## config.mk

```make
export PLATFORM = sky130hd
export DESIGN_NAME = enka_exec_core
export DESIGN_NICKNAME = d
export VERILOG_FILES = /design/src/rtl/enka_pkg.sv /design/src/rtl/enka_alu.sv /design/src/rtl/enka_exec_core.sv
export SDC_FILE = /design/constraint.sdc
export NUM_CORES = 1
export LEC_CHECK = 0
export CORE_MARGIN = 1.5
export CORE_UTILIZATION = 45
export DETAILED_ROUTE_END_ITERATION = 12
export PLACE_DENSITY_LB_ADDON = 0.2
export SYNTH_ARGS = -nofsm -noshare
export SYNTH_HDL_FRONTEND = slang
export SYNTH_SLANG_ARGS = --single-unit
export TNS_END_PERCENT = 10
```

## constraint.sdc

```tcl
create_clock -name clk -period 17.4 [get_ports clk]
set_input_delay 1.74 -clock clk [delete_from_list [all_inputs] [get_ports clk]]
set_output_delay 1.74 -clock clk [all_outputs]
set_load 0.01 [all_outputs]
```

## src/rtl/enka_pkg.sv

```systemverilog
// Shared opcode/ALU encodings and defaults for the enka execute core.
package enka_pkg;

  localparam logic [63:0] PC_RESET_DEFAULT = 64'h0;

  typedef enum logic [3:0] {
    OP_NONE = 4'd0,
    OP_ADDI = 4'd1,
    OP_ADDS = 4'd2,
    OP_BLT  = 4'd3,
    OP_B    = 4'd4,
    OP_CBZ  = 4'd5,
    OP_LDUR = 4'd6,
    OP_LSL  = 4'd7,
    OP_LSR  = 4'd8,
    OP_MUL  = 4'd9,
    OP_STUR = 4'd10,
    OP_SUBS = 4'd11
  } opcode_t;

  typedef enum logic [2:0] {
    ALU_PASS = 3'b000,
    ALU_ADD  = 3'b010,
    ALU_SUB  = 3'b011,
    ALU_AND  = 3'b100,
    ALU_OR   = 3'b101,
    ALU_XOR  = 3'b110
  } alu_op_t;

  typedef struct packed {
    logic n;
    logic z;
    logic c;
    logic v;
  } flags_t;

endpackage

```

## src/rtl/enka_alu.sv

```systemverilog
// 64-bit ALU: pass/add/sub/logic ops with NZCV flag generation.
module enka_alu
  import enka_pkg::*;
(
  input  logic [2:0]  op,
  input  logic [63:0] a,
  input  logic [63:0] b,
  output logic [63:0] result,
  output flags_t      flags
);

  logic [64:0] sum;
  logic        carry;
  logic        ovf;

  always_comb begin
    sum    = '0;
    result = '0;
    carry  = 1'b0;
    ovf    = 1'b0;
    case (op)
      ALU_PASS: result = b;
      ALU_ADD: begin
        sum    = {1'b0, a} + {1'b0, b};
        result = sum[63:0];
        carry  = sum[64];
        ovf    = (a[63] == b[63]) && (sum[63] != a[63]);
      end
      // Subtract as A + ~B + 1 so carry means "no borrow"
      ALU_SUB: begin
        sum    = {1'b0, a} + {1'b0, ~b} + 65'd1;
        result = sum[63:0];
        carry  = sum[64];
        ovf    = (a[63] != b[63]) && (sum[63] != a[63]);
      end
      ALU_AND: result = a & b;
      ALU_OR:  result = a | b;
      ALU_XOR: result = a ^ b;
      default: result = '0;
    endcase
  end

  assign flags.n = result[63];
  assign flags.z = (result == 64'd0);
  assign flags.c = carry;
  assign flags.v = ovf;

endmodule

```

## src/rtl/enka_exec_core.sv

```systemverilog
// Single-cycle decode/execute core: inline decoder and PC logic, ALU sub-module.
// Define ENKA_EXEC_TRACE_EN to print a per-cycle execution trace.
module enka_exec_core
  import enka_pkg::*;
#(
  parameter logic [63:0] PC_RESET = PC_RESET_DEFAULT
) (
  input  logic        clk,
  input  logic        rst,
  input  logic [31:0] inst,
  input  logic [63:0] da,
  input  logic [63:0] db,
  output logic [4:0]  rn,
  output logic [4:0]  rm,
  output logic [4:0]  rd,
  output logic [4:0]  rb_sel,
  output logic [3:0]  opcode,
  output logic        reg2loc,
  output logic        reg_write,
  output logic        mem_write,
  output logic [1:0]  mem_to_reg,
  output logic [63:0] alu_result,
  output logic [5:0]  shamt,
  output logic        flag_n,
  output logic        flag_z,
  output logic        flag_v,
  output logic        flag_c,
  output logic [63:0] pc
);

  opcode_t     op;
  logic [2:0]  alu_op;
  logic [63:0] alu_b;
  flags_t      alu_flags;
  flags_t      flags_q;
  logic [63:0] pc_next;
  logic [63:0] br_off26;
  logic [63:0] br_off19;

  always_comb begin
    op = OP_NONE;
    if      (inst[31:22] == 10'b1001000100)                          op = OP_ADDI;
    else if (inst[31:21] == 11'b10101011000)                         op = OP_ADDS;
    else if (inst[31:24] == 8'b01010100 && inst[4:0] == 5'b01011)    op = OP_BLT;
    else if (inst[31:26] == 6'b000101)                               op = OP_B;
    else if (inst[31:24] == 8'b10110100)                             op = OP_CBZ;
    else if (inst[31:21] == 11'b11111000010)                         op = OP_LDUR;
    else if (inst[31:21] == 11'b11010011011)                         op = OP_LSL;
    else if (inst[31:21] == 11'b11010011010)                         op = OP_LSR;
    else if (inst[31:21] == 11'b10011011000)                         op = OP_MUL;
    else if (inst[31:21] == 11'b11111000000)                         op = OP_STUR;
    else if (inst[31:21] == 11'b11101011000)                         op = OP_SUBS;
  end

  assign opcode     = op;
  assign rn         = inst[9:5];
  assign rm         = inst[20:16];
  assign rd         = inst[4:0];
  assign shamt      = inst[15:10];
  assign reg2loc    = !(op == OP_STUR || op == OP_CBZ);
  assign rb_sel     = reg2loc ? rm : rd;
  assign reg_write  = !(op == OP_B || op == OP_BLT || op == OP_CBZ ||
                        op == OP_STUR || op == OP_NONE);
  assign mem_write  = (op == OP_STUR);

  always_comb begin
    mem_to_reg = 2'd0;
    case (op)
      OP_LDUR:        mem_to_reg = 2'd1;
      OP_MUL:         mem_to_reg = 2'd2;
      OP_LSL, OP_LSR: mem_to_reg = 2'd3;
      default:        mem_to_reg = 2'd0;
    endcase
  end

  always_comb begin
    alu_b = db;
    if (op == OP_ADDI)                        alu_b = {52'd0, inst[21:10]};
    else if (op == OP_LDUR || op == OP_STUR)  alu_b = {{55{inst[20]}}, inst[20:12]};
  end

  always_comb begin
    alu_op = ALU_ADD;
    if (op == OP_SUBS)     alu_op = ALU_SUB;
    else if (op == OP_CBZ) alu_op = ALU_PASS;
  end

  enka_alu u_alu (
    .op     (alu_op),
    .a      (da),
    .b      (alu_b),
    .result (alu_result),
    .flags  (alu_flags)
  );

  assign br_off26 = {{36{inst[25]}}, inst[25:0], 2'b00};
  assign br_off19 = {{43{inst[23]}}, inst[23:5], 2'b00};

  // B.LT looks at the registered flags; CBZ at this cycle's zero result
  always_comb begin
    pc_next = pc + 64'd4;
    if (op == OP_B)                                   pc_next = pc + br_off26;
    else if (op == OP_BLT && (flags_q.n ^ flags_q.v)) pc_next = pc + br_off19;
    else if (op == OP_CBZ && alu_flags.z)             pc_next = pc + br_off19;
  end

  always_ff @(posedge clk) begin
    if (rst) begin
      pc      <= PC_RESET;
      flags_q <= '0;
    end else begin
      pc <= pc_next;
      if (op == OP_ADDS || op == OP_SUBS) flags_q <= alu_flags;
    end
  end

  assign flag_n = flags_q.n;
  assign flag_z = flags_q.z;
  assign flag_c = flags_q.c;
  assign flag_v = flags_q.v;

`ifdef ENKA_EXEC_TRACE_EN
  always_ff @(posedge clk) begin
    $display("enka op=%0d pc=%h pc_next=%h alu=%h nzcv=%b%b%b%b",
             opcode, pc, pc_next, alu_result, flag_n, flag_z, flag_c, flag_v);
  end
`else
  // no trace output
`endif

endmodule

```

==> flow_metrics.py, run 1 <==
metrics = {
    "synth": {
        "synth_top_family_by_area": "compound AO/OA/AOI/OAI gates",
        "synth.area.mux_share_pct": 1.356,
        "synth_compound_area_share_pct": 35.02,
        "synth_seq_area_share_pct": 6.015,
        "ys_types": 91,
        "synthXorXnorAreaFrac_pct": 7.934,
        "synth_edf_count": 0,
        "synthFlopType": "dfxtp_1",
        "syn_avg_cell_area_sq_um": 6.629,
        "yosysWarnings": 0,
        "synthSimpleGateAreaFrac_pct": 26.92,
        "netlist_instances": 3314,
        "yosys.area_share.adder_pct": 15.40,
        "synth_seq_cells": 66,
        "syn_area_sq_um": 21970,
        "async_reset_ff_share_pct": 0,
    },
    "worst_setup_path": {
        "cp.arrival_ns": 12.61,
        "critPathLaunchType": "input port",
        "critPathRequiredTime_ns": 17.64,
        "crit_type": "input port to flop",
        "rr_startpoint": "pc[2]$_SDFF_PP0_",
        "crit_fanout": 90,
        "r2r-end": "pc[56]$_SDFF_PP0_",
        "critPathCaptureType": "flop",
        "ff2ff_path_depth": 17,
        "r2r_slack_ns": 11.64,
    },
    "floorplanning": {
        "dieWidth_microns": 223.9,
        "fp.dieH_microns": 223.9,
        "core_area_sq_um": 47950,
        "rows": 80,
        "ios": 329,
        "initial_core_util_pct": 45.82,
        "die_area_sq_um": 50150,
    },
    "grt": {
        "grt_pass1_vias": 26150,
        "grt_use_met1_pct": 53.12,
        "grt_util_met3_pct": 5.929,
        "grt_usage_pct": 39.80,
        "antenna_found_initial": 4,
        "grt_busiest_layer": "met2",
        "grt_pass1_wl_microns": 156100,
        "grt_max_degree": 91,
        "grt-ovfl-total": 0,
        "gr-usage-met2_pct": 62.97,
    },
    "cells_and_area": {
        "stdcell_count": 4108,
        "areaGrowthSynthToFinish_pct": 16.81,
        "drive_gt1_share_pct": 3.379,
        "layout.nets": 3917,
    },
    "clocking": {
        "cts_sinks": 66,
        "cts_made_buffers": 9,
        "clockBufferDepth": 2,
        "ctsResizeCount": 0,
        "clkTransAtPathRegs_ns": 0.06,
        "cts_root_buf": "clkbuf_16",
        "htreeDepth": 3,
        "clk_latency_ns": 0.36,
        "cts_hold_buf": 0,
        "post-cts-setup-buffers": 0,
        "tritoncts": "yes",
    },
    "worst_hold_path": {
        "whs_endpoint": "flag_z$_SDFFE_PP0P_",
        "min_path_type": "flop to flop",
        "worstHoldStart": "flag_z$_SDFFE_PP0P_",
        "whs_path_depth": 2,
    },
    "sta": {
        "skew_ns": 0.02180,
        "slew_headroom_pct": 14.99,
        "min_period_over_period_pct": 71.09,
        "finalHoldViolCount": 0,
        "whs_ns": 0.5617,
        "fin_setup_tns_ns": 0,
        "finalSetupViolCount": 0,
        "min_period_ns": 12.37,
        "rsz0062_at_grt": "no",
        "final_max_slew_viol_count": 0,
        "clock.fmax_mhz": 80.84,
        "worstMarginPinSlew_ns": 1.243,
    },
    "route": {
        "wl_microns": 104800,
        "drc": 0,
        "wl_per_cell_microns": 25.51,
        "num_vias": 27950,
        "vias_per_cell": 6.804,
        "dr.first_iter.drc_count": 3336,
        "drtAntennaViolNets": 0,
        "drtPass1Iterations": 6,
    },
    "power_and_ir_drop": {
        "ir_worst_vdd_mv": 0.02931,
        "p_per_area_nw_per_um2": 41.18,
        "p_leak_nw": 10.92,
    },
    "placed_design": {
        "io_buffers": 326,
        "place.gp.congestion": 1.098,
        "dp_cells": 4091,
        "place_hpwl_microns": 82290,
    },
    "job": {
        "maxCapViolCount": 0,
    },
    "status": {
        "status": "finished, final reports clean",
    },
}
flip-flops by register name, summed over array words and instances (netlist names):
name,cells
flag_n,1
flag_c,1
pc,62
flag_v,1
flag_z,1
metal layers:
metal	share of wire (%)	wire length, microns	vias to the layer above
li1	-	-	12630
met1	42	43680	13180
met4	4.9	5083	6
met2	44	45660	1816
met5	0.034	36	-
met3	9.9	10340	313
power by group:
| group | switching, mW | internal, mW | leakage, nW | total [mW] |
|---|---|---|---|---|
| Clock | 0.0837 | 0.101 | 0.139 | 0.184 |
| Sequential | 0.00492 | 0.153 | 0.533 | 0.158 |
| Combinational | 0.434 | 0.280 | 10.3 | 0.715 |
| Total | 0.523 | 0.534 | 10.9 | 1.06 |
placed cells by master, fill, tap and decap left out, types with 110 or more instances in the layout:
cell type,count
ha_1,264
nor3_1,110
xnor2_1,136
nor2_1,288
a21oi_1,308
clkdlybuf4s50_1,324
o21ai_0,233
nand2_1,291
inv_1,200
nand3_1,118
cells by family (layout without fill, tap and decap cells):
family	Yosys count	count (layout)
other	1	3
XOR/XNOR	199	199
buffers and inverters	392	569
flip-flops	66	66
AND/OR/NAND/NOR	1197	1197
AO/OA/AOI/OAI	1162	1162
multiplexers	29	29
adder cells (fa/ha/maj)	268	268
Yosys cell counts (63+ instances only):
master | n | area share, %
nand4_1 | 73 | 2.1
nor3_1 | 112 | 2.6
dfxtp_1 | 66 | 6.0
a21o_1 | 88 | 3.0
o21ai_0 | 233 | 5.3
ha_1 | 264 | 15
xor2_1 | 63 | 2.5
nor2_1 | 292 | 5.0
nand2_1 | 292 | 5.0
a21oi_1 | 308 | 7.0
nand3_1 | 118 | 2.7
clkbuf_1 | 123 | 2.1
inv_1 | 200 | 3.4
xnor2_1 | 136 | 5.4
final cells by class:
class / count / area [sq um]
Antenna cell: 1 / 2.502
Clock buffer: 10 / 239.0
Clock inverter: 6 / 40.04
Fill cell: 4773 / 22290
Inverter: 202 / 758.2
Multi-Input combinational cell: 2857 / 19090
Sequential cell: 66 / 1321
Tap cell: 615 / 769.5
Timing Repair Buffer: 351 / 3441
worst max-delay path: stages:
cell and delay (ns):
clkdlybuf4s50_1 0.60, or3b_1 0.55, nor3_2 0.65, buf_4 0.59, nor2_1 0.10, a21oi_1 0.25
inv_1 0.07, ha_1 0.46, or3_1 0.43, a311oi_1 0.79, a2111oi_0 0.33, nor3_1 0.51
nor4_1 0.15, o31ai_1 0.66, mux2i_1 0.17, nor3_1 0.54, nand2_1 0.24, nor4_1 0.86
nand4_1 0.43, o31ai_4 1.12, buf_4 0.86, nor3_1 0.11, a311o_1 0.34
worst max-delay path by stage:
stage                  start                end  slack, ns  cells past startpoint
global route        inst[21]   pc[9]$_SDFF_PP0_       4.62                     23
floorplan           inst[21]     alu_result[62]       8.84                     19
global placement    inst[21]  pc[47]$_SDFF_PP0_       5.31                     23
CTS                 inst[27]  pc[34]$_SDFF_PP0_       5.51                     23
finish              inst[27]  pc[34]$_SDFF_PP0_       5.03                     23
detailed placement  inst[21]  pc[47]$_SDFF_PP0_       5.17                     23
per-stage QoR:
stage               area [sq um]  util (%)  setup WS, ns  power (mW)
floorplan                  21970         -         8.836      0.5749
global placement           25380     52.93         5.310      0.8461
detailed placement         25380     52.93         5.168      0.8487
CTS                        25660     53.51         5.505       1.034
global route               25660     53.52         4.625       1.105
finish                     25660     53.52         5.031       1.057
Power figures use the tool's default switching activity.
==> inputs of run 2 (changes only) <==
- clock period: 17.4 -> 12.2 ns (I/O delays scaled with it)
==> flow_metrics.py, run 2 (synthesized netlist as in run 1, its figures left out) <==
metrics = {
    "status": {
        "status": "finished, final reports clean",
    },
    "route": {
        "drt-met1-wl_microns": 44250,
        "routed-wl-met2_microns": 45470,
        "wl_microns": 105200,
        "top_layer": "met4",
        "dr.first_iter.drc_count": 3498,
        "drtAntennaViolNets": 0,
        "drtPass1Iterations": 6,
        "vias_per_cell": 6.815,
        "wl_met3_microns": 10500,
        "wl_per_cell_microns": 25.62,
        "num_vias": 27990,
        "drc": 0,
    },
    "floorplanning": {
        "dieWidth_microns": 223.9,
        "core_area_sq_um": 47950,
        "ios": 329,
        "fp.dieH_microns": 223.9,
        "die_area_sq_um": 50150,
        "initial_core_util_pct": 45.82,
        "rows": 80,
    },
    "power_and_ir_drop": {
        "p_leak_nw": 10.93,
        "internal-power_uw": 798.2,
        "p_per_area_nw_per_um2": 60.00,
        "pwr-share-comb_pct": 66.0,
        "ir_worst_vdd_mv": 0.06018,
        "swShare_pct": 48.26,
        "p_sw_uw": 744.7,
        "p_seq_share_pct": 14.6,
        "total_power_mw": 1.543,
        "p_clk_share_pct": 19.4,
    },
    "cells_and_area": {
        "mostFrequentLayoutCells": "clkdlybuf4s50_1, a21oi_1, nand2_1",
        "diodes": 0,
        "stdcell_count": 4107,
        "nFillCells": 4833,
        "largest_register_ffs": 62,
        "layout.nets": 3917,
        "postLayoutCellArea_sq_um": 25720,
        "drive_gt1_share_pct": 3.379,
        "areaGrowthSynthToFinish_pct": 17.06,
        "final_core_util_pct": 53.64,
        "largest_register": "pc",
        "layout_commonest_cell": "clkdlybuf4s50_1",
    },
    "worst_setup_path": {
        "cpMaxStageDelayCell": "a311oi_1",
        "max_stage_delay_ns": 0.79,
        "critPathLaunchType": "input port",
        "critPathCaptureType": "flop",
        "critPathRequiredTime_ns": 12.43,
        "cp.arrival_ns": 10.58,
        "cp_cell_sequence": "clkdlybuf4s50_1 -> or3b_1 -> nor3_2 -> buf_4 -> nor2_1 -> a21oi_1 -> inv_1 -> ha_1 -> or3_1 -> a311oi_1 -> a2111oi_0 -> nor3_1 -> nor4_1 -> o31ai_1 -> mux2i_1 -> nor3_1 -> nand2_1 -> nor4_1 -> nand4_1 -> o31ai_4 -> buf_12 -> nor3_1 -> a311o_1",
        "crit_fanout": 118,
        "crit_type": "input port to flop",
        "critPathMostFrequentCell": "nor3_1",
    },
    "sta": {
        "clock.fmax_mhz": 96.67,
        "min_period_over_period_pct": 84.79,
        "whs_ns": 0.5647,
        "skew_ns": 0.01679,
        "fin_setup_tns_ns": 0,
        "finalHoldViolCount": 0,
        "worstMarginPinSlew_ns": 1.183,
        "final_max_slew_viol_count": 0,
        "finalSetupViolCount": 0,
        "fin_ws_ns": 1.855,
        "rsz0062_at_grt": "no",
        "slew_headroom_pct": 21.16,
        "min_period_ns": 10.34,
    },
    "clocking": {
        "cts_root_buf": "clkbuf_16",
        "tritoncts": "yes",
        "post-cts-setup-buffers": 0,
        "htreeDepth": 3,
        "clkTransAtPathRegs_ns": 0.06,
        "cts_sinks": 66,
        "cts_hold_buf": 0,
        "cts_made_buffers": 9,
        "clk_latency_ns": 0.36,
        "clockBufferDepth": 2,
        "ctsResizeCount": 0,
    },
    "placed_design": {
        "io_buffers": 326,
        "dp_slack_ns": 1.879,
        "place_hpwl_microns": 83060,
        "place.gp.congestion": 1.085,
        "dpl_cell_area_sq_um": 25390,
        "dp_cells": 4091,
    },
    "grt": {
        "grt_max_degree": 119,
        "grt_pass1_wl_microns": 157500,
        "antenna_found_initial": 0,
        "grt_pass1_vias": 26240,
        "grt_usage_pct": 40.11,
        "grt-ovfl-total": 0,
    },
    "job": {
        "maxCapViolCount": 0,
    },
    "worst_hold_path": {
        "min_path_type": "flop to flop",
    },
}
## run 2: cell count changes in the layout (fill, tap and decap cells not counted), sizes merged
cell / delta
bufinv: +2
clkbuf: -1
clkinv: -4
clkinvlp: +2
diode: -1
inv: +1
## run 2: power groups by stage
stage | Clock, mW | Combinational (mW) | Sequential [mW]
after floorplan | 0 | 0.592 | 0.228
after global placement | 0 | 0.976 | 0.229
after detailed placement | 0 | 0.980 | 0.229
after CTS | 0.299 | 0.986 | 0.225
after global routing | 0.307 | 1.08 | 0.225
final | 0.299 | 1.02 | 0.225
## run 2: layer usage
metal	vias up	global-route usage [%]
li1	12640	-
met1	13240	54.30
met2	1781	63.02
met3	325	6.309
met4	0	16.67
met5	-	0
## run 2: final timing paths
| path | startpoint | endpoint | slack, ns | cells after the start |
|---|---|---|---|---|
| worst min-delay path | flag_z$_SDFFE_PP0P_ | flag_z$_SDFFE_PP0P_ | 0.56 | 2 |
| worst max-delay path | inst[21] | pc[34]$_SDFF_PP0_ | 1.86 | 23 |
| worst min register to register | flag_z$_SDFFE_PP0P_ | flag_z$_SDFFE_PP0P_ | 0.56 | 2 |
| worst max register to register | pc[2]$_SDFF_PP0_ | pc[56]$_SDFF_PP0_ | 6.69 | 17 |
## run 2: cell type report
class                   instances  area (sq um)  area share [%]
clock buffers                   9         225.2          0.8758
repair buffers                351          3453           13.43
inverters                     202         758.2           2.948
flip-flops and latches         66          1321           5.138
multi-input cells            2857         19090           74.23
well taps                     615         769.5           2.992
clock inverters                 7         100.1          0.3892
## run 2: critical path: cells and delay by family
kind / cells / cell delay (ns)
multiplexers: 1 / 0.23
AND/OR/NAND/NOR: 11 / 4.29
AO/OA/AOI/OAI: 6 / 2.62
adder cells (fa/ha/maj): 1 / 0.46
buffers and inverters: 4 / 1.65
